==> src/rtl/pc_sequencer.sv <==
// Fetch-stage control FSM: PC enable/flush/redirect, RET/RTI return-address pop and interrupt PC push.
// Optional wait timeout on pop/push handshakes is compiled in with `define PC_SEQ_TIMEOUT_EN.
module pc_sequencer #(
    parameter int W       = 16,
    parameter int TIMEOUT = 15
) (
    input  logic       clk,
    input  logic       rst,
    input  logic       stall_d,
    input  logic       jmp_d,
    input  logic       br_taken_e,
    input  logic       ret_d,
    input  logic       int_req,
    input  logic       wd_valid,
    input  logic       push_ack,
    output logic       PC_ENB,
    output logic       FLUSH,
    output logic       BRANCH,
    output logic [1:0] JUMP_SEL,
    output logic [1:0] POP_L_H,
    output logic       push_req,
    output logic       push_hi,
    output logic       int_ack,
    output logic       err,
    output logic [2:0] state_dbg
);

    // Word width only shapes the datapath fed by JUMP_SEL/POP_L_H; nothing here is W wide.
    localparam int unused_pc_w = 2 * W + TIMEOUT;

    typedef enum logic [2:0] {
        IDLE    = 3'd0,
        POP_H   = 3'd1,
        POP_L   = 3'd2,
        RET_LD  = 3'd3,
        PUSH_H  = 3'd4,
        PUSH_L  = 3'd5,
        INT_JMP = 3'd6
    } state_t;

    state_t state;
    state_t state_nxt;
    logic   timeout_hit;
    logic   timed_out;

    assign state_dbg = state;

    // Handshakes (valid/ready style): wd_valid is only consumed in POP_H/POP_L and push_ack
    // only in PUSH_H/PUSH_L; a pulse seen in any other state is dropped with no side effect.
    always_comb begin
        state_nxt = state;
        PC_ENB    = 1'b1;
        FLUSH     = 1'b0;
        BRANCH    = 1'b0;
        JUMP_SEL  = 2'b00;
        POP_L_H   = 2'b00;
        push_req  = 1'b0;
        push_hi   = 1'b0;
        int_ack   = 1'b0;
        case (state)
            IDLE: begin
                if (br_taken_e) begin
                    BRANCH = 1'b1;
                    FLUSH  = 1'b1;
                end else if (ret_d) begin
                    PC_ENB    = 1'b0;
                    FLUSH     = 1'b1;
                    state_nxt = POP_H;
                end else if (int_req && !stall_d) begin
                    PC_ENB    = 1'b0;
                    FLUSH     = 1'b1;
                    state_nxt = PUSH_H;
                end else if (jmp_d) begin
                    JUMP_SEL = 2'b01;
                    FLUSH    = 1'b1;
                end else if (stall_d) begin
                    PC_ENB = 1'b0;
                end
            end
            POP_H: begin
                PC_ENB = 1'b0;
                FLUSH  = 1'b1;
                if (wd_valid) begin
                    POP_L_H   = 2'b11;
                    state_nxt = POP_L;
                end
            end
            POP_L: begin
                PC_ENB = 1'b0;
                FLUSH  = 1'b1;
                if (wd_valid) begin
                    POP_L_H   = 2'b10;
                    state_nxt = RET_LD;
                end
            end
            RET_LD: begin
                JUMP_SEL  = 2'b11;
                FLUSH     = 1'b1;
                state_nxt = IDLE;
            end
            PUSH_H: begin
                PC_ENB   = 1'b0;
                FLUSH    = 1'b1;
                push_req = 1'b1;
                push_hi  = 1'b1;
                if (push_ack) state_nxt = PUSH_L;
            end
            PUSH_L: begin
                PC_ENB   = 1'b0;
                FLUSH    = 1'b1;
                push_req = 1'b1;
                if (push_ack) state_nxt = INT_JMP;
            end
            INT_JMP: begin
                JUMP_SEL  = 2'b10;
                FLUSH     = 1'b1;
                int_ack   = !timed_out;
                state_nxt = IDLE;
            end
            default: state_nxt = IDLE;
        endcase
        if (timeout_hit) state_nxt = INT_JMP;
    end

    always_ff @(posedge clk or posedge rst) begin
        if (rst) state <= IDLE;
        else     state <= state_nxt;
    end

`ifdef PC_SEQ_TIMEOUT_EN
    localparam int CW = $clog2(TIMEOUT + 1);
    logic [CW-1:0] wait_cnt;
    logic          waiting;
    logic          got_word;

    assign waiting     = (state == POP_H) || (state == POP_L) ||
                         (state == PUSH_H) || (state == PUSH_L);
    assign got_word    = ((state == POP_H) || (state == POP_L)) ? wd_valid : push_ack;
    assign timeout_hit = waiting && !got_word && (wait_cnt == CW'(TIMEOUT));

    // Counter restarts on every state change, so each wait state gets a fresh budget.
    always_ff @(posedge clk or posedge rst) begin
        if (rst) begin
            wait_cnt  <= '0;
            timed_out <= 1'b0;
            err       <= 1'b0;
        end else begin
            if (state_nxt != state) wait_cnt <= '0;
            else if (waiting)       wait_cnt <= wait_cnt + 1'b1;
            timed_out <= timeout_hit;
            err       <= err | timeout_hit;
        end
    end
`else
    assign timeout_hit = 1'b0;
    assign timed_out   = 1'b0;
    assign err         = 1'b0;
`endif

endmodule

==> config.mk <==
export PLATFORM = sky130hd
export DESIGN_NAME = pc_sequencer
export DESIGN_NICKNAME = d
export VERILOG_FILES = /design/src/rtl/pc_sequencer.sv
export SDC_FILE = /design/constraint.sdc
export NUM_CORES = 1
export LEC_CHECK = 0
export ABC_AREA = 1
export BUFFER_PORTS_ARGS = -buffer_cell sky130_fd_sc_hd__buf_2
export CAP_MARGIN = 10
export CORE_AREA = 4 4 41 43
export CTS_BUF_LIST = sky130_fd_sc_hd__clkbuf_8 sky130_fd_sc_hd__clkbuf_16
export DETAILED_ROUTE_END_ITERATION = 8
export DIE_AREA = 0 0 45 47
export GPL_TIMING_DRIVEN = 1
export HOLD_SLACK_MARGIN = 0.05
export SLEW_MARGIN = 40
export SYNTH_ARGS = -nofsm -noshare
export SYNTH_HDL_FRONTEND = slang
export SYNTH_SLANG_ARGS = --single-unit
export TNS_END_PERCENT = 20
==> constraint.sdc <==
create_clock -name clk -period 1.5 [get_ports clk]
set_input_delay 0.15 -clock clk [delete_from_list [all_inputs] [get_ports clk]]
set_output_delay 0.15 -clock clk [all_outputs]
set_load 0.005 [all_outputs]
; ---- Yosys cells after proc, flatten, opt, wreduce, memory -nomap -nowiden
; Index checks and enable logic that the tools add are counted.
[totals]
mem_count = 0
mem_bits_rw = 0
inputBits = 9
ff_bits = 3
romBits = 0
output_inout_bits = 14
latch_bits = 0
wordCells = 52
[classes]
mul = 0
reduce_logical = 7
n_mux = 32
eq_ne = 12
shifts = 0
div = 0
order_cmp = 0
addsub = 0
n_bitwise = 0
[op_table]
columns = cell, count
row1 = $mux W3, 7
row2 = $mux W1, 18
row3 = $pmux W3 S5, 1
row4 = $ne A2 B2 Y1 const B, 5
row5 = $eq A3 B3 Y1 const B, 3
row6 = $eq A3 B2 Y1 const B, 2
row7 = $pmux W2 S3, 1
row8 = $reduce_and A6 Y1, 1
row9 = $reduce_or A6 Y1, 1
row10 = $mux W2, 2
row11 = $pmux W1 S2, 2
row12 = $pmux W2 S2, 1
row13 = $reduce_or A4 Y1, 1
row14 = $eq A3 B1 Y1 const B, 1
row15 = $logic_not A3 Y1, 1
row16 = $ne A3 B3 Y1 const B, 1
row17 = $reduce_or A2 Y1, 1
row18 = $logic_and A1 B1 Y1, 1
row19 = $logic_not A1 Y1, 1

; ---- Longest topological paths before layout
; Gate-level depths: netlist (run 1).
[logic_depth]
ltp_word = 6
depth_mapped = 8
mapped_depth_nobuf = 8

; ---- Least setup slack after synthesis (run 1)
; No wires, ideal clock.
[synth_path]
kind = flip-flop to output port
start = register state[0] (netlist: state_dbg[0])
end = output JUMP_SEL[0]
path_stages_with_launch = 7
required_ns = 1.350
n_path_buf = 1
t_arrival_ns = 1.028
path_slack_ns = 0.322
cell_sequence = dfrtp_1 -> buf_6 -> nor2_4 -> nand2_2 -> nor2_4 -> nand2_1 -> o21ai_1
[synth_via]
elab_chain_len = 2
word_cells_on_any_way = 4
cone_classes = eq/ne: 2 / mux: 1 / reduce/logical: 1
[synth_rtl]
columns = element, line
row1 = start: declaration, 41  ; state_t state;
row2 = start signal: assignment, 127  ; else state <= state_nxt;
row3 = $eq A3 B3 Y1 (tied with other cells), 60  ; case (state)
row4 = $pmux W2 S3 *, 60
row5 = end: declaration, 19  ; output logic [1:0] JUMP_SEL,
; Mark *: on every way between the ends. The rest lies on a longest branch, timed or not.

; ---- Worst setup path after layout (run 1)
[layout_path]
start = register state[1] (netlist: state_dbg[1])
end = output JUMP_SEL[1]
; The elaborated chain is that of the path after synthesis.

==> results of run 1 <==
==> critical path, cell delays in order (launching register included) <==
cell     delay, ns
dfrtp_1       0.37
buf_4         0.21
inv_2         0.06
nor3_2        0.19
inv_2         0.04
nand2_1       0.05
buf_2         0.10
==> what timing repair did <==
action / in CTS / in global routing
endpoints found under the setup margin: 1 / 1
hold buffers: 1 / 0
setup buffers: 2 / 1
pin swaps: 0 / 1
endpoints found under the hold margin: 3 / 0
==> kinds of logic (layout without fill, tap and decap cells) <==
family                 Yosys count  count (layout)  share of synthesized area
and+or+nand+nor                 32              32                      0.505
buffers and inverters           13              41                      0.179
AOI/OAI and AO/OA                8               8                      0.115
DFF                              3               3                      0.192
other                            1               1                    0.00958
==> cells in the mapped netlist (2+ instances only) <==
| cell | count |
|---|---|
| inv_2 | 3 |
| nand2_1 | 10 |
| inv_1 | 6 |
| nor2_1 | 2 |
| nand3_2 | 2 |
| o21ai_1 | 2 |
| dfrtp_1 | 3 |
| buf_6 | 2 |
| nand3_1 | 6 |
| o21ai_0 | 3 |
| nor2_4 | 4 |
| nand2_2 | 4 |
==> layer usage <==
layer | global-route usage | up-vias | routed length [µm]
li1 | - | 238 | -
met1 | 0.114 | 196 | 425
met2 | 0.175 | 19 | 491
met3 | 0.0192 | 4 | 96
met4 | 0.123 | 0 | 39
met5 | 0 | - | 0
==> cells in the final DEF, fill, tap and decap left out <==
master / n
a21oi_1: 1
a32oi_1: 1
buf_2: 21
buf_4: 5
clkbuf_8: 3
conb_1: 1
dfrtp_1: 3
dlygate4sd3_1: 1
inv_1: 7
inv_2: 3
inv_4: 1
nand2_1: 10
nand2_2: 4
nand2_4: 1
nand3_1: 6
nand3_2: 2
nand4_1: 1
nor2_1: 2
nor2_4: 4
nor3_1: 1
nor3_2: 1
o21ai_0: 3
o21ai_1: 2
o22ai_1: 1
==> report_power, final <==
part	total [mW]	switching (mW)	internal [mW]
Clock	0.228	0.0542	0.174
Combinational	0.747	0.427	0.320
Sequential	0.161	0.0417	0.119
==> path summary, 6_finish.rpt <==
path	from	to	slack (ns)
min reg2reg	state_dbg[0]	state_dbg[0]	0.72
min in group asynchronous	rst	state_dbg[2]	0.33
min	push_ack	state_dbg[2]	0.21
max in group asynchronous	rst	state_dbg[1]	1.04
max reg2reg	state_dbg[2]	state_dbg[0]	0.26
max	state_dbg[1]	JUMP_SEL[1]	0.11
==> layout make-up <==
| class | instances | area, µm² | share of cell area |
|---|---|---|---|
| Tap cell | 15 | 18.8 | 0.0325 |
| Clock inverter | 1 | 3.75 | 0.00649 |
| Sequential cell | 3 | 75.1 | 0.130 |
| Clock buffer | 3 | 41.3 | 0.0714 |
| Inverter | 10 | 40.0 | 0.0693 |
| Timing Repair Buffer | 27 | 153 | 0.264 |
| Multi-Input combinational cell | 41 | 246 | 0.426 |
==> impl_results.md, run 1 <==
- Gate count after technology mapping: 57
- Wire length per cell: 10.5 µm
- Share of cells above drive strength 1: 0.529
- Max Slew Vio Count: 0
- Worst Hold Class: primary input to flip-flop
- LEAKAGE: 0.346 nW
- DPL Wire Length: 795 µm
- Worst Setup Path Type: flip-flop to output port
- CP startpoint kind: flip-flop
- Yosys Warn Count: 0
- Status: finished, final reports clean
- Post-route ant nets: 0
- Router iterations before antenna repair: 2
- First-pass GRT wire length: 1.57 mm
- Area contributors post-synth: dfrtp_1 19%, nor2_4 12%, nand2_1 9.6%
- Io pins: 23
- Pre-CTS WS: 0.217 ns
- WP data arrival: 1.24 ns
- R2R depth: 8
- Synthesized Nets: 66
- Area fraction of the dominant cell type after synthesis: 0.192
- Die Ht: 47 µm
- Chip width: 45 µm
- Area Growth Syn to Fin: 47.6%
- Total grt overflow: 0
- # nets final: 95
- FILL cells: 154
- Non-Filler Instances: 100
- Setup TNS Final: 0 ns
- Post-route design area: 578 µm²
- Antenna violations before repair: 0
- CTS buffer count: 3
- Top FF cell, synth: dfrtp_1
- Tot Pwr: 1.14 mW
- Post_cts resized: 0
- Largest net degree at the start of global routing: 12
- Utilization after layout: 0.444
- Data required, critical path: 1.35 ns
- Hold Worst Slack: 0.212 ns
- Clock root cell: clkbuf_8
- Max Clock Skew: 0.00581 ns
- Synth Cell Area: 392 µm²
- Min Clock Period, post-route: 1.39 ns
- Period utilization: 0.927
- 1st-iter DRT viols: 1
- Crit Path Max Fanout: 11
- H-tree level count: 1
- Row count: 13
- VDD IR max: 0.000751 V
- Gr usage total: 0.109
- DIE AREA: 2120 µm²
- Total core area: 1300 µm²
- Vias in the first global route: 386
- Synth Register Bits: 3
- Total detailed-routing wirelength: 1.05 mm
- Diodes inserted: 0
- Hold depth: 4
- Sink Count: 3
- Placed Instances: 92
- CTS tree: built
- Final Setup Violations: 0
- Worst setup margin: 0.109 ns
- Share of flip-flops with an asynchronous set or reset: 1.00
- FMAX: 0.719 GHz
- Via density: 4.57
- # DRC: 0
- Area leader, netlist: dfrtp_1
- DR vias: 457
- Clk Latency, worst-skew pair: 0.22 ns
- Clock slew at reported path FFs: 0.03 ns
- Mean Syn Cell Area: 6.87 µm²
- I/O Buffers: 21
- Initial Utilization: 0.301
- Count of cell types in the netlist: 22
- CTS Buffer Depth: 2
- RD Place Congestion: 0.752
- Crit. End Element: output port
- PwrDens: 1970 nW/µm²
- Max-Cap Viols: 0
- Max FFs per register: 3
- RSZ-0062 raised after global routing: false
- Final Hold Fails: 0
- Dpl cell area: 500 µm²
- Post-synth EDFFs: 0
- Register area share after synthesis: 0.192
Note: power is estimated with default switching activity, not from simulation.
==> inputs of run 2 (changes only) <==
- clock period: 1.5 -> 1.79 ns (I/O delays scaled with it)
==> run 2 against run 1 <==
Sequential power barely moved. Total power fell by 21%. Critical path depth is the same.
==> impl_results.md, run 2 (synthesis results as in run 1) <==
- Status: finished, final reports clean
- Area Growth Syn to Fin: 39.9%
- Most common cell after layout, fill and taps aside: buf_2
- Hold Worst Slack: 0.253 ns (+0.0415 ns)
- R2R depth: 7 (-1)
- Worst R2R Start: state_dbg[0]
- 1st-iter DRT viols: 8 (+7)
- PwrDens: 1630 nW/µm² (-17%)
- Max Clock Skew: 0.000266 ns (-0.00554 ns)
- Post-route ant nets: 0 (unchanged)
- DR vias: 447 (-2.2%)
- RD Place Congestion: 0.760 (+0.98%)
- Die Ht: 47 µm (unchanged)
- Min Clock Period, post-route: 1.61 ns
- # DRC: 0 (unchanged)
- Crit. End Element: output port
- DPL Wire Length: 787 µm (-0.98%)
- CP startpoint kind: flip-flop
- FILL cells: 156 (+1.3%)
- LEAKAGE: 0.327 nW (-5.6%)
- Clock slew at reported path FFs: 0.03 ns (about the same)
- Via density: 4.66 (+1.9%)
- DIE AREA: 2120 µm² (unchanged)
- Worst Setup Path Type: flip-flop to output port
- Initial Utilization: 0.301 (unchanged)
- Final Hold Fails: 0 (unchanged)
- Hold Buf Count CTS: 1 (unchanged)
- Crit Path Max Fanout: 10 (-1)
- WP data arrival: 1.43 ns (+0.19 ns)
- Setup Fix Bufs, Post-CTS: 0 (-2)
- CTS buffer count: 3 (unchanged)
- Commonest cells after routing, fill and taps aside: 21 x buf_2, 10 x nand2_1, 7 x inv_1
- CTS tree: built
- VDD IR max: 0.000885 V (+18%)
- I/O Buffers: 21 (unchanged)
- Total detailed-routing wirelength: 995 µm (-5.4%)
- FMAX: 0.620 GHz
- Share of cells above drive strength 1: 0.506 (-0.0232)
- Diodes inserted: 0 (unchanged)
- Max-Cap Viols: 0 (unchanged)
- Io pins: 23 (unchanged)
- Setup crit start: state_dbg[0]
- Chip width: 45 µm (unchanged)
- Vias in the first global route: 393 (+1.8%)
- Final Setup Violations: 0 (unchanged)
- Antenna violations before repair: 0 (unchanged)
- Period utilization: 0.901
- Total core area: 1300 µm² (unchanged)
- RSZ-0062 raised after global routing: false
- # nets final: 91 (-4.2%)
- Gr usage total: 0.107 (-0.00220)
- Max Slew Vio Count: 0 (unchanged)
- First-pass GRT wire length: 1.58 mm (+0.45%)
- Total grt overflow: 0 (unchanged)
- Router iterations before antenna repair: 4 (+2)
- Hold Startpoint: push_ack
- H-tree level count: 1 (unchanged)
- Clock root cell: clkbuf_8
- CTS Buffer Depth: 2 (unchanged)
- Wire length per cell: 10.4 µm (-1.5%)
- Row count: 13 (unchanged)
- Post_cts resized: 0 (unchanged)
- Sink Count: 3 (unchanged)
- Data required, critical path: 1.61 ns (+0.26 ns)
- Clk Latency, worst-skew pair: 0.21 ns (about the same)
- Worst Hold Class: primary input to flip-flop
- Setup TNS Final: 0 ns (unchanged)
- Max FFs per register: 3 (unchanged)
- Tot Pwr: 892 µW (-21%)
- Largest net degree at the start of global routing: 12 (unchanged)
- Hold depth: 4 (unchanged)
run 2: cell types whose count changed in the layout (fill, tap and decap cells not counted):
cell   delta
buf_4     -4
run 2: critical path: stages, from the launching register on:
cell and delay (ns):
dfrtp_1 0.51, nor2_4 0.17, nand2_2 0.09, nor2_4 0.17, nand2_1 0.07, o21ai_1 0.10
buf_2 0.12
run 2: area by class of cell:
cell class                      count  area, µm²  area share
Clock buffer                        3       41.3      0.0753
Clock inverter                      1       3.75     0.00685
Inverter                           10       40.0      0.0731
Multi-Input combinational cell     41        246       0.450
Sequential cell                     3       75.1       0.137
Tap cell                           15       18.8      0.0342
Timing Repair Buffer               23        123       0.224
run 2: routing by layer:
metal | vias to the layer above | track usage | wire (µm)
met1 | 197 | 0.117 | 370
met5 | - | 0 | 0
met2 | 22 | 0.169 | 515
li1 | 228 | - | -
met3 | 0 | 0.0460 | 109
met4 | 0 | 0.0702 | 0
run 2: report_power, final:
group	switching (mW)	leakage [nW]	internal (mW)
clock	0.0402	0.0269	0.146
combinational	0.319	0.262	0.225
sequential	0.0630	0.0381	0.0993
total	0.423	0.327	0.470
run 2: per-stage QoR:
stage                util  cells  cell area, µm²  setup WS (ns)
CTS                 0.421     96             548          0.163
detailed placement  0.379     91             493          0.388
floorplan               -     57             392          0.583
global route        0.421     96             548         0.0499
global placement    0.379     91             493          0.441
finish              0.421     96             548          0.178
run 2: path summary, 6_finish.rpt:
check                                to  slack [ns]
max                         JUMP_SEL[0]        0.18
min                        state_dbg[2]        0.25
max reg2reg                state_dbg[0]        0.54
min reg2reg                state_dbg[0]        0.72
max in group asynchronous  state_dbg[0]        1.26
min in group asynchronous  state_dbg[1]        0.40
==> inputs of run 3 (changes only) <==
- clock period: 1.79 -> 1.95 ns (I/O delays scaled with it)
==> run 3 against run 2 <==
Worst hold slack gained 0.0052 ns. Critical path depth is the same. Flip-flop and latch count is the same. Worst setup slack gained 0.076 ns. Routed wire length shrank 0.40%. Non-clock buffer count shrank 1. Critical endpoint unchanged.
==> impl_results.md, run 3 (synthesis results as in run 1) <==
- Status: finished, final reports clean
- Largest net degree at the start of global routing: 13 (+1)
- Crit path buf inv count: 1 (unchanged)
- Hold Startpoint: push_ack
- Crit. End Element: output port
- Most common cell after layout, fill and taps aside: buf_2
- Hold depth: 4 (unchanged)
- Via density: 4.80 (+3.1%)
- First-pass GRT wire length: 1.40 mm (-11%)
- Max Clock Skew: 0.00366 ns (+0.00339 ns)
- Hold Worst Slack: 0.258 ns (+0.00517 ns)
- DR vias: 456 (+2.0%)
- FMAX: 0.590 GHz
- LEAKAGE: 0.321 nW (-1.6%)
- Min Clock Period, post-route: 1.70 ns
- Sink Count: 3 (unchanged)
- 1st-iter DRT viols: 2 (-6)
- Largest stage delay, worst path: 0.54 ns (+0.03 ns)
- Worst Hold Class: primary input to flip-flop
- Wire length per cell: 10.4 µm (+0.65%)
- Chip width: 45 µm (unchanged)
- Max Slew Vio Count: 0 (unchanged)
- Total detailed-routing wirelength: 991 µm (-0.40%)
- Max-Cap Viols: 0 (unchanged)
- Data required, critical path: 1.75 ns (+0.14 ns)
- Register Area: 75.1 µm² (unchanged)
- Hold Path Sink: state_dbg[2]
- Die Ht: 47 µm (unchanged)
- FILL cells: 153 (-1.9%)
- Crit Path Max Fanout: 12 (+2)
- Capture point of the worst reg-to-reg path: state_dbg[0]
- Clock root cell: clkbuf_8
- CTS tree: built
- Cell repeated most along the worst path: nor2_4
- # nets final: 90 (-1.1%)
- Worst setup margin: 0.254 ns (+0.0764 ns)
- DIE AREA: 2120 µm² (unchanged)
- Final Setup Violations: 0 (unchanged)
- WP data arrival: 1.50 ns (+0.07 ns)
- Post-route design area: 541 µm² (-1.4%)
- Area Growth Syn to Fin: 38.0%
- Clock slew at reported path FFs: 0.03 ns (about the same)
- Period utilization: 0.870
- DPL Wire Length: 778 µm (-1.2%)
- # DRC: 0 (unchanged)
- CP Cell Sequence: nor2_4 > nand2_2 > nor2_4 > nand2_1 > o21ai_1 > buf_2
- Area of the multi-input gates: 246 µm² (unchanged)
- Commonest cells after routing, fill and taps aside: 21 x buf_2, 10 x nand2_1, 7 x inv_1
- Total grt overflow: 0 (unchanged)
- Diodes inserted: 0 (unchanged)
- Max stage delay cell, worst path: dfrtp_1
- Initial Utilization: 0.301 (unchanged)
- Non-Filler Instances: 95 (-1.0%)
- PwrDens: 1500 nW/µm² (-7.9%)
- H-tree level count: 1 (unchanged)
- RSZ-0062 raised after global routing: false
- VDD IR max: 0.000692 V (-22%)
- Clk Latency, worst-skew pair: 0.22 ns (about the same)
- Tot Pwr: 811 µW (-9.2%)
- Worst R2R Start: state_dbg[1]
- RD Place Congestion: 0.746 (-1.8%)
- Router iterations before antenna repair: 2 (-2)
- Placed Instances: 90 (-1.1%)
- CTS Buffer Depth: 2 (unchanged)
- I/O Buffers: 21 (unchanged)
- CTS buffer count: 3 (unchanged)
- Final Hold Fails: 0 (unchanged)
- Worst Setup Path Type: flip-flop to output port
- Row count: 13 (unchanged)
- R2R depth: 7 (unchanged)
- Setup Fix Bufs, Post-CTS: 0 (unchanged)
- Dpl cell area: 485 µm² (-1.5%)
- Total core area: 1300 µm² (unchanged)
- Setup TNS Final: 0 ns (unchanged)
- Post-route ant nets: 0 (unchanged)
- CP startpoint kind: flip-flop
- Gr usage total: 0.0933 (-0.0136)
- Antenna violations before repair: 0 (unchanged)
- Utilization after layout: 0.415 (-0.00577)
- Io pins: 23 (unchanged)
- Flop-to-flop setup slack: 0.60 ns (+0.06 ns)
- Vias in the first global route: 345 (-12%)
- Pre-CTS WS: 0.473 ns (+0.0845 ns)
- CP top delay family: flip-flops
- Share of cells above drive strength 1: 0.500 (-0.00617)
- Max FFs per register: 3 (unchanged)
run 3: changes by cell type in the layout (fill, tap and decap cells not counted):
cell,delta
buf_4,-1
run 3: tightest hold or removal path, delay by kind of cell:
kind / cells / cell delay [ns]
buffers and inverters: 2 / 0.12
and+or+nand+nor: 2 / 0.12
run 3: power breakdown:
group | internal [mW] | switching (mW) | leakage, nW
registers | 0.0906 | 0.0861 | 0.0381
clock network | 0.134 | 0.0404 | 0.0269
logic | 0.196 | 0.263 | 0.256
run 3: final cells by class:
cell class	instances	area share
multi-input combinational	41	0.456
timing repair buffer	22	0.213
sequential	3	0.139
clock buffer	3	0.0764
inverter	10	0.0741
tap	15	0.0347
clock inverter	1	0.00694
run 3: layer usage:
layer,global-route usage,wire length (µm),up-vias
li1,-,-,230
met1,0.109,419,204
met2,0.141,439,18
met3,0.0307,103,4
met4,0.0702,28,0
met5,0,0,-
run 3: worst max-delay path by stage:
stage                            start     endpoint  slack (ns)  cells after the start
after floorplan           state_dbg[0]  JUMP_SEL[0]        0.73                      6
after global placement    state_dbg[1]  JUMP_SEL[0]        0.52                      6
after detailed placement  state_dbg[1]  JUMP_SEL[0]        0.47                      6
after CTS                 state_dbg[1]  JUMP_SEL[0]        0.25                      6
after global routing      state_dbg[1]  JUMP_SEL[0]        0.16                      6
final                     state_dbg[1]  JUMP_SEL[0]        0.25                      6
run 3: repair_timing:
item,CTS,global route
gates resized for setup,0,0
hold buffers,1,0
endpoints found under the hold margin,3,0
